`src/rtl/debounced_updown_counter.sv`:
```
// Up/down event counter fed by two raw push-buttons, each synchronised, debounced and edge-detected.
// Optional auto-repeat while a button is held: define COUNTER_AUTOREPEAT_EN.
module debounced_updown_counter #(
    parameter int unsigned WIDTH        = 4,
    parameter int unsigned MAX_VAL      = 15,
    parameter int unsigned DB_CYCLES    = 16,
    parameter int unsigned SATURATE     = 0,
    parameter int unsigned REPEAT_DELAY = 1000,
    parameter int unsigned REPEAT_RATE  = 200
) (
    input  logic             clk,
    input  logic             rst_n,
    input  logic             inc_btn,
    input  logic             dec_btn,
    input  logic             clr,
    output logic [WIDTH-1:0] count,
    output logic             inc_evt,
    output logic             dec_evt,
    output logic             limit,
    output logic             at_max,
    output logic             at_min
);

    localparam int unsigned DBW = $clog2(DB_CYCLES);
    localparam logic [WIDTH-1:0] MAX_C = WIDTH'(MAX_VAL);

    if (MAX_VAL == 0 || (MAX_VAL >> WIDTH) != 0 || DB_CYCLES < 2 ||
        REPEAT_DELAY == 0 || REPEAT_RATE == 0) begin : g_param_check
        $error("debounced_updown_counter: illegal parameter combination");
    end

    // Bit 0 carries the increment button, bit 1 the decrement button throughout.
    logic [1:0]          sync1_q, sync2_q;
    logic [1:0]          db_q, db_d, db_prev_q;
    logic [1:0][DBW-1:0] db_cnt_q, db_cnt_d;
    logic [1:0]          press, opp_press, req;

    logic [WIDTH-1:0] count_q, count_d;
    logic             inc_evt_q, inc_evt_d;
    logic             dec_evt_q, dec_evt_d;
    logic             limit_q, limit_d;

    // Integrating debouncer: a level change must persist DB_CYCLES cycles.
    always_comb begin
        db_d     = db_q;
        db_cnt_d = db_cnt_q;
        for (int b = 0; b < 2; b++) begin
            if (sync2_q[b] == db_q[b]) begin
                db_cnt_d[b] = '0;
            end else if (db_cnt_q[b] == DBW'(DB_CYCLES - 1)) begin
                db_d[b]     = ~db_q[b];
                db_cnt_d[b] = '0;
            end else begin
                db_cnt_d[b] = db_cnt_q[b] + DBW'(1);
            end
        end
    end

    assign press     = db_q & ~db_prev_q;
    assign opp_press = {press[0], press[1]};

`ifdef COUNTER_AUTOREPEAT_EN
    localparam int unsigned RPT_MAX = (REPEAT_DELAY > REPEAT_RATE) ? REPEAT_DELAY : REPEAT_RATE;
    localparam int unsigned RPW     = $clog2(RPT_MAX + 1);

    logic [1:0][RPW-1:0] rpt_cnt_q, rpt_cnt_d;
    logic [1:0]          rpt_run_q, rpt_run_d;
    logic [1:0]          rpt_first_q, rpt_first_d;
    logic [1:0]          rpt_fire;

    // Repeat timer counts cycles since the last applied step of a held button.
    always_comb begin
        rpt_cnt_d   = rpt_cnt_q;
        rpt_run_d   = rpt_run_q;
        rpt_first_d = rpt_first_q;
        rpt_fire    = '0;
        for (int b = 0; b < 2; b++) begin
            rpt_fire[b] = rpt_run_q[b] && db_q[b] &&
                          (rpt_cnt_q[b] == (rpt_first_q[b] ? RPW'(REPEAT_DELAY) : RPW'(REPEAT_RATE)));
            if (clr || !db_q[b] || opp_press[b]) begin
                rpt_run_d[b] = 1'b0;
                rpt_cnt_d[b] = '0;
            end else if (press[b]) begin
                rpt_run_d[b]   = 1'b1;
                rpt_first_d[b] = 1'b1;
                rpt_cnt_d[b]   = RPW'(1);
            end else if (rpt_fire[b]) begin
                rpt_first_d[b] = 1'b0;
                rpt_cnt_d[b]   = RPW'(1);
            end else if (rpt_run_q[b]) begin
                rpt_cnt_d[b] = rpt_cnt_q[b] + RPW'(1);
            end
        end
    end

    always_ff @(posedge clk or negedge rst_n) begin
        if (!rst_n) begin
            rpt_cnt_q   <= '0;
            rpt_run_q   <= '0;
            rpt_first_q <= '0;
        end else begin
            rpt_cnt_q   <= rpt_cnt_d;
            rpt_run_q   <= rpt_run_d;
            rpt_first_q <= rpt_first_d;
        end
    end

    assign req = press | rpt_fire;
`else
    assign req = press;
`endif

    // Step arbitration: clear wins, simultaneous inc/dec cancel, limits wrap or clamp.
    always_comb begin
        count_d   = count_q;
        inc_evt_d = 1'b0;
        dec_evt_d = 1'b0;
        limit_d   = 1'b0;
        if (clr) begin
            count_d = '0;
        end else if (req[0] ^ req[1]) begin
            if (req[0]) begin
                inc_evt_d = 1'b1;
                if (count_q == MAX_C) begin
                    limit_d = 1'b1;
                    if (SATURATE == 0) count_d = '0;
                end else begin
                    count_d = count_q + WIDTH'(1);
                end
            end else begin
                dec_evt_d = 1'b1;
                if (count_q == '0) begin
                    limit_d = 1'b1;
                    if (SATURATE == 0) count_d = MAX_C;
                end else begin
                    count_d = count_q - WIDTH'(1);
                end
            end
        end
    end

    always_ff @(posedge clk or negedge rst_n) begin
        if (!rst_n) begin
            sync1_q   <= '0;
            sync2_q   <= '0;
            db_q      <= '0;
            db_prev_q <= '0;
            db_cnt_q  <= '0;
            count_q   <= '0;
            inc_evt_q <= 1'b0;
            dec_evt_q <= 1'b0;
            limit_q   <= 1'b0;
        end else begin
            sync1_q   <= {dec_btn, inc_btn};
            sync2_q   <= sync1_q;
            db_q      <= db_d;
            db_prev_q <= db_q;
            db_cnt_q  <= db_cnt_d;
            count_q   <= count_d;
            inc_evt_q <= inc_evt_d;
            dec_evt_q <= dec_evt_d;
            limit_q   <= limit_d;
        end
    end

    assign count   = count_q;
    assign inc_evt = inc_evt_q;
    assign dec_evt = dec_evt_q;
    assign limit   = limit_q;
    assign at_max  = (count_q == MAX_C);
    assign at_min  = (count_q == '0);

endmodule
```
`config.mk`:
```
export PLATFORM = sky130hd
export DESIGN_NAME = debounced_updown_counter
export DESIGN_NICKNAME = d
export VERILOG_FILES = /design/src/rtl/debounced_updown_counter.sv
export SDC_FILE = /design/constraint.sdc
export NUM_CORES = 1
export LEC_CHECK = 0
export BUFFER_PORTS_ARGS = -buffer_cell sky130_fd_sc_hd__buf_2
export CAP_MARGIN = 20
export CORE_AREA = 2 2 94 51
export CTS_BUF_LIST = sky130_fd_sc_hd__clkbuf_2 sky130_fd_sc_hd__clkbuf_4 sky130_fd_sc_hd__clkbuf_8
export CTS_CLUSTER_SIZE = 20
export DETAILED_ROUTE_END_ITERATION = 6
export DIE_AREA = 0 0 96 53
export HOLD_SLACK_MARGIN = 0.02
export SYNTH_ARGS = -nofsm -noshare
export SYNTH_HDL_FRONTEND = slang
export SYNTH_SLANG_ARGS = --single-unit
```
`constraint.sdc`:
```
create_clock -name clk -period 1.6 [get_ports clk]
set_clock_uncertainty 0.15 [all_clocks]
set_input_delay 0 -clock clk [delete_from_list [all_inputs] [get_ports clk]]
set_output_delay 0 -clock clk [all_outputs]
set_load 0.005 [all_outputs]
```
# Yosys cells after proc, flatten, opt, wreduce, memory -nomap -nowiden
# Index checks and enable logic that the tools add are counted.
[word_totals]
out_inout_bits = 9
wordCells = 51
input_bits = 5
register_bits = 23
[classes]
eq_ne = 5
n_bitwise = 7
add_sub_neg = 4
n_mux = 20
reduce_logical = 4
[ops]
columns = ["operator", "count"]
rows = [
  ["4-bit 2-to-1 mux", 9],
  ["4-bit by 1-bit adder with 4-bit output (second input constant)", 3],
  ["4-bit equality test (second input constant)", 3],
  ["1-bit 2-to-1 mux", 11],
  ["4-bit logical NOT", 1],
  ["1-bit inverter", 4],
  ["2-bit AND reduction", 2],
  ["4-bit by 1-bit subtractor with 4-bit output (second input constant)", 1],
  ["2-bit bitwise AND", 1],
  ["1-bit equality test", 2],
  ["2-bit inverter", 1],
  ["2-bit nonzero test", 1],
  ["1-bit XOR", 1],
]

# Logic depth before layout (Yosys ltp)
[depth]
depth_word = 5
ltp_mapped = 6
ltp_nobuf = 5

# Least setup slack after synthesis
# OpenSTA, ideal clock, no wires.
[synth_path]
path_kind = "register to register"
start = "register db_q[0]"
end = "register count_q[3] (netlist: count[3])"
n_path_buf = 1
setup_time_ns = 0.086
required_ns = 1.364
period_less_slack_ns = 1.749
path_slack_ns = -0.149
t_arrival_ns = 1.513
path_stages_with_launch = 7
path_cell_list = "dfrtp_1 > and2b_1 > buf_6 > ha_1 > nor4_1 > a32oi_1 > a32oi_1"
[synth_via]
elab_chain_cells = 4
word_cells_on_any_way = 6
classes_between = "mux: 3; bitwise: 2; reduce/logical: 1"
[synth_lines]
columns = ["item", "line", "source"]
rows = [
  ["start: declaration", "34", "logic [1:0] db_q, db_d, db_prev_q;"],
  ["start signal: assignment", "146", "db_q <= '0;"],
  ["start signal: assignment", "156", "db_q <= db_d;"],
  ["2-bit bitwise AND (*)", "59", "assign press = db_q & ~db_prev_q;"],
  ["4-bit 2-to-1 mux", "122", "if (req[0]) begin"],
  ["4-bit 2-to-1 mux", "121", "end else if (req[0] ^ req[1]) begin"],
  ["4-bit 2-to-1 mux", "119", "if (clr) begin"],
  ["end signal: assignment", "159", "count_q <= count_d;"],
  ["end: declaration", "38", "logic [WIDTH-1:0] count_q, count_d;"],
]
# Mark *: on every way between the ends. The rest lies on a longest branch, timed or not. The select of a mux whose other input is x is not followed.
# A chain may end at the register's enable or synchronous reset.

# Final worst setup path
[layout_path]
start = "register db_q[0]"
end = "register count_q[2] (netlist: count[2])"
# Same word-level chain as after synthesis.

==> out/results.tsv <==
stage	metric	value	unit
critical_path	Crit. Startpoint	db_q[0]	
die	core area	0.00423	mm^2
finish	most frequent cells in the layout	dfrtp_1 (21), buf_2 (13), buf_4 (7)	
routing	Routed Antenna Nets	0	
logic_synthesis	area share of the largest cell type after synthesis	0.560	
critical_path	Worst setup EP type	flop	
routing	DRT Wirelength	2240	um
die	row cnt	17	
grt	largest net degree at the start of global routing	24	
sta	crit path time final	1610	ps
logic_synthesis	top cells by area, synth	dfrtp_1 (56%), ha_1 (7.3%), xnor2_1 (4.3%)	
critical_path	RR Startpoint	db_q[0]	
grt	GR Overflow Total	0	
sta	final hold violation count	0	
finish	layout cells sized above 1	0.397	
routing	initial DRC count	23	
logic_synthesis	Post-synth top flop	dfrtp_1	
sta	RSZ-0062 raised after global routing	yes	
finish	Layout Cells excl Fill	173	
min_path	Worst Hold Class	input port to async pin	
grt	vias in the first global route	712	
critical_path	data required time at the worst endpoint	1640	ps
place	post-placement worst setup slack	-124	ps
finish	Layout area overhead	33.7	%
outcome	violated checks	negative setup slack	
clocking	root buf cell	clkbuf_8	
logic_synthesis	Avg Cell Area, Syn	11.4	um^2
logic_synthesis	post-synthesis cell count	90	
sta	Worst-Margin Slew	510	ps
finish	commonest non-fill, non-tap cell in the layout	dfrtp_1	
power_and_ir_drop	peak supply drop	0.466	mV
finish	Layout Nets	128	
logic_synthesis	Net Count, Synth	101	
routing	Pre-antenna DRT Iters	4	
place	routability cong.	0.885	
sta	fmax	621	MHz
logic_synthesis	sequential area share after synthesis	0.560	
critical_path	Crit Path Max Fanout	7	
routing	DRC violations left	0	
die	Die Y	53	um
routing	DR vias	746	
place	HPWL after DPL	1450	um
clocking	total CTS buffers	3	
finish	# fillers	413	
logic_synthesis	Synth cell types	24	
sta	final worst slack	-10.8	ps
finish	Inserted Diodes	0	
place	number of port buffers	13	
logic_synthesis	Post-Syn Area	0.00103	mm^2
critical_path	CP arrival	1650	ps
logic_synthesis	Synth area leader	dfrtp_1	
logic_synthesis	Ys Warns	0	
grt	initial antenna violation count	0	
sta	final worst path period share	1.01	
flow_run	max_cap viols	0	
die	IO Count	14	
clocking	Clk pin slew, worst setup/hold paths	80	ps
grt	All-Layer GR Usage	0.0869	
die	die extent in x	96	um
finish	final core occ	0.325	
sta	relative slew slack	0.660	
die	initial cell density of the core	0.243	
clocking	Worst-Skew Late Latency	270	ps
place	post-placement cell count	161	
die	die area	0.00509	mm^2
sta	final setup vio count	1	
critical_path	Startpoint Class	flop	
logic_synthesis	FF+latch count, synth	23	
clocking	TritonCTS clock tree	yes	
critical_path	Crit Path Class	flop to flop	
clocking	Sink Count	23	
power_and_ir_drop	Leakage Power	0.619	nW
grt	first-pass GRT wire length	3330	um
clocking	Max Buffers Root-to-Sink	2	
logic_synthesis	async set or reset register ratio after synthesis	1.00	
outcome	status	finished with violations	
power_and_ir_drop	pwr dens	753	mW/mm^2
clocking	H-tree depth	1	
logic_synthesis	Post-synth EDFFs	0	
routing	Routed wire per std cell	12.9	um
sta	max-slew violations	0	
routing	Via-to-Cell Ratio	4.31	
cell usage after synthesis (2+ instances only):
library cell   n
a21oi_1        8
a32oi_1        2
buf_6          2
dfrtp_1       23
ha_1           6
inv_1          8
mux2_2         2
nand2_1        6
nand3_1        2
nand4b_1       2
nor2_1         3
nor2b_1        4
nor3b_1        3
nor4_1         2
o21ai_0        4
xnor2_1        5
per-stage QoR:
stage / TNS (ps) / power [W] / area (um^2) / hold WS (ps)
3_3_place_gp: -150 / 0.000673 / 1180 / -156
3_5_place_dp: -188 / 0.000678 / 1180 / -145
2_1_floorplan: 0 / 0.000653 / 1040 / -446
4_1_cts: 0 / 0.00105 / 1290 / 97.7
6_report: -10.8 / 0.00103 / 1370 / 100
5_1_grt: -95.3 / 0.00108 / 1370 / 136
report_power, final:
group | internal (W) | leakage (nW) | switching (W) | total, W
combinational | 0.0000282 | 0.290 | 0.0000334 | 0.0000616
sequential | 0.000599 | 0.304 | 0.0000152 | 0.000614
clock | 0.000174 | 0.0255 | 0.000185 | 0.000359
total | 0.000801 | 0.619 | 0.000233 | 0.00103
metal layers:
metal  vias up  part of all wire  global-route usage
met2        11              0.46               0.131
met1       370              0.50               0.122
li1        363                 -                   -
met5         -                 0                   0
met4         0            0.0098              0.0286
met3         2             0.024              0.0214
cell type report:
cell class	instances	area, um^2	share of cell area
clock inverter	1	5.00	0.00364
timing repair buffer	24	158	0.115
multi-input combinational	57	488	0.355
inverter	8	32.5	0.0237
clock buffer	3	41.3	0.0301
sequential	23	578	0.421
tap	57	71.3	0.0519
repair_timing:
action                                  CTS  global route
hold endpoints to repair                 32             0
setup buffers                             1             3
pin swaps                                 0             6
resized for setup                         5            18
endpoints found under the setup margin    3             5
hold buffers                              4             0
sequential cells by signal (all words and copies together) (netlist names):
name       count
limit          1
db_prev_q      2
dec_evt        1
inc_evt        1
db_q           2
count          4
db_cnt_q       8
sync2_q        2
sync1_q        2
cell families after synthesis:
group,Yosys count,share of synthesized area
and+or+nand+nor,26,0.144
DFF,23,0.560
AOI/OAI and AO/OA,17,0.0975
buffers and inverters,10,0.0512
adders and majority gates,6,0.0731
xor gates and xnor gates,5,0.0426
muxes,3,0.0317
worst max-delay path: stages (launching register included):
cell and delay (ps):
dfrtp_1 390, and2b_2 220, buf_4 180, mux2i_1 140
or3_1 330, a21oi_2 120
final timing paths:
kind	slack, ps	to	depth (start not counted)
min in group clk	210	sync2_q[1]	0
worst min register to register	210	sync2_q[1]	0
worst max register to register	-10	count[2]	5
worst min-delay path	100	count[0]	2
worst max-delay path	-10	count[2]	5
max in group asynchronous	830	count[1]	2
Power figures use the tool's default switching activity.
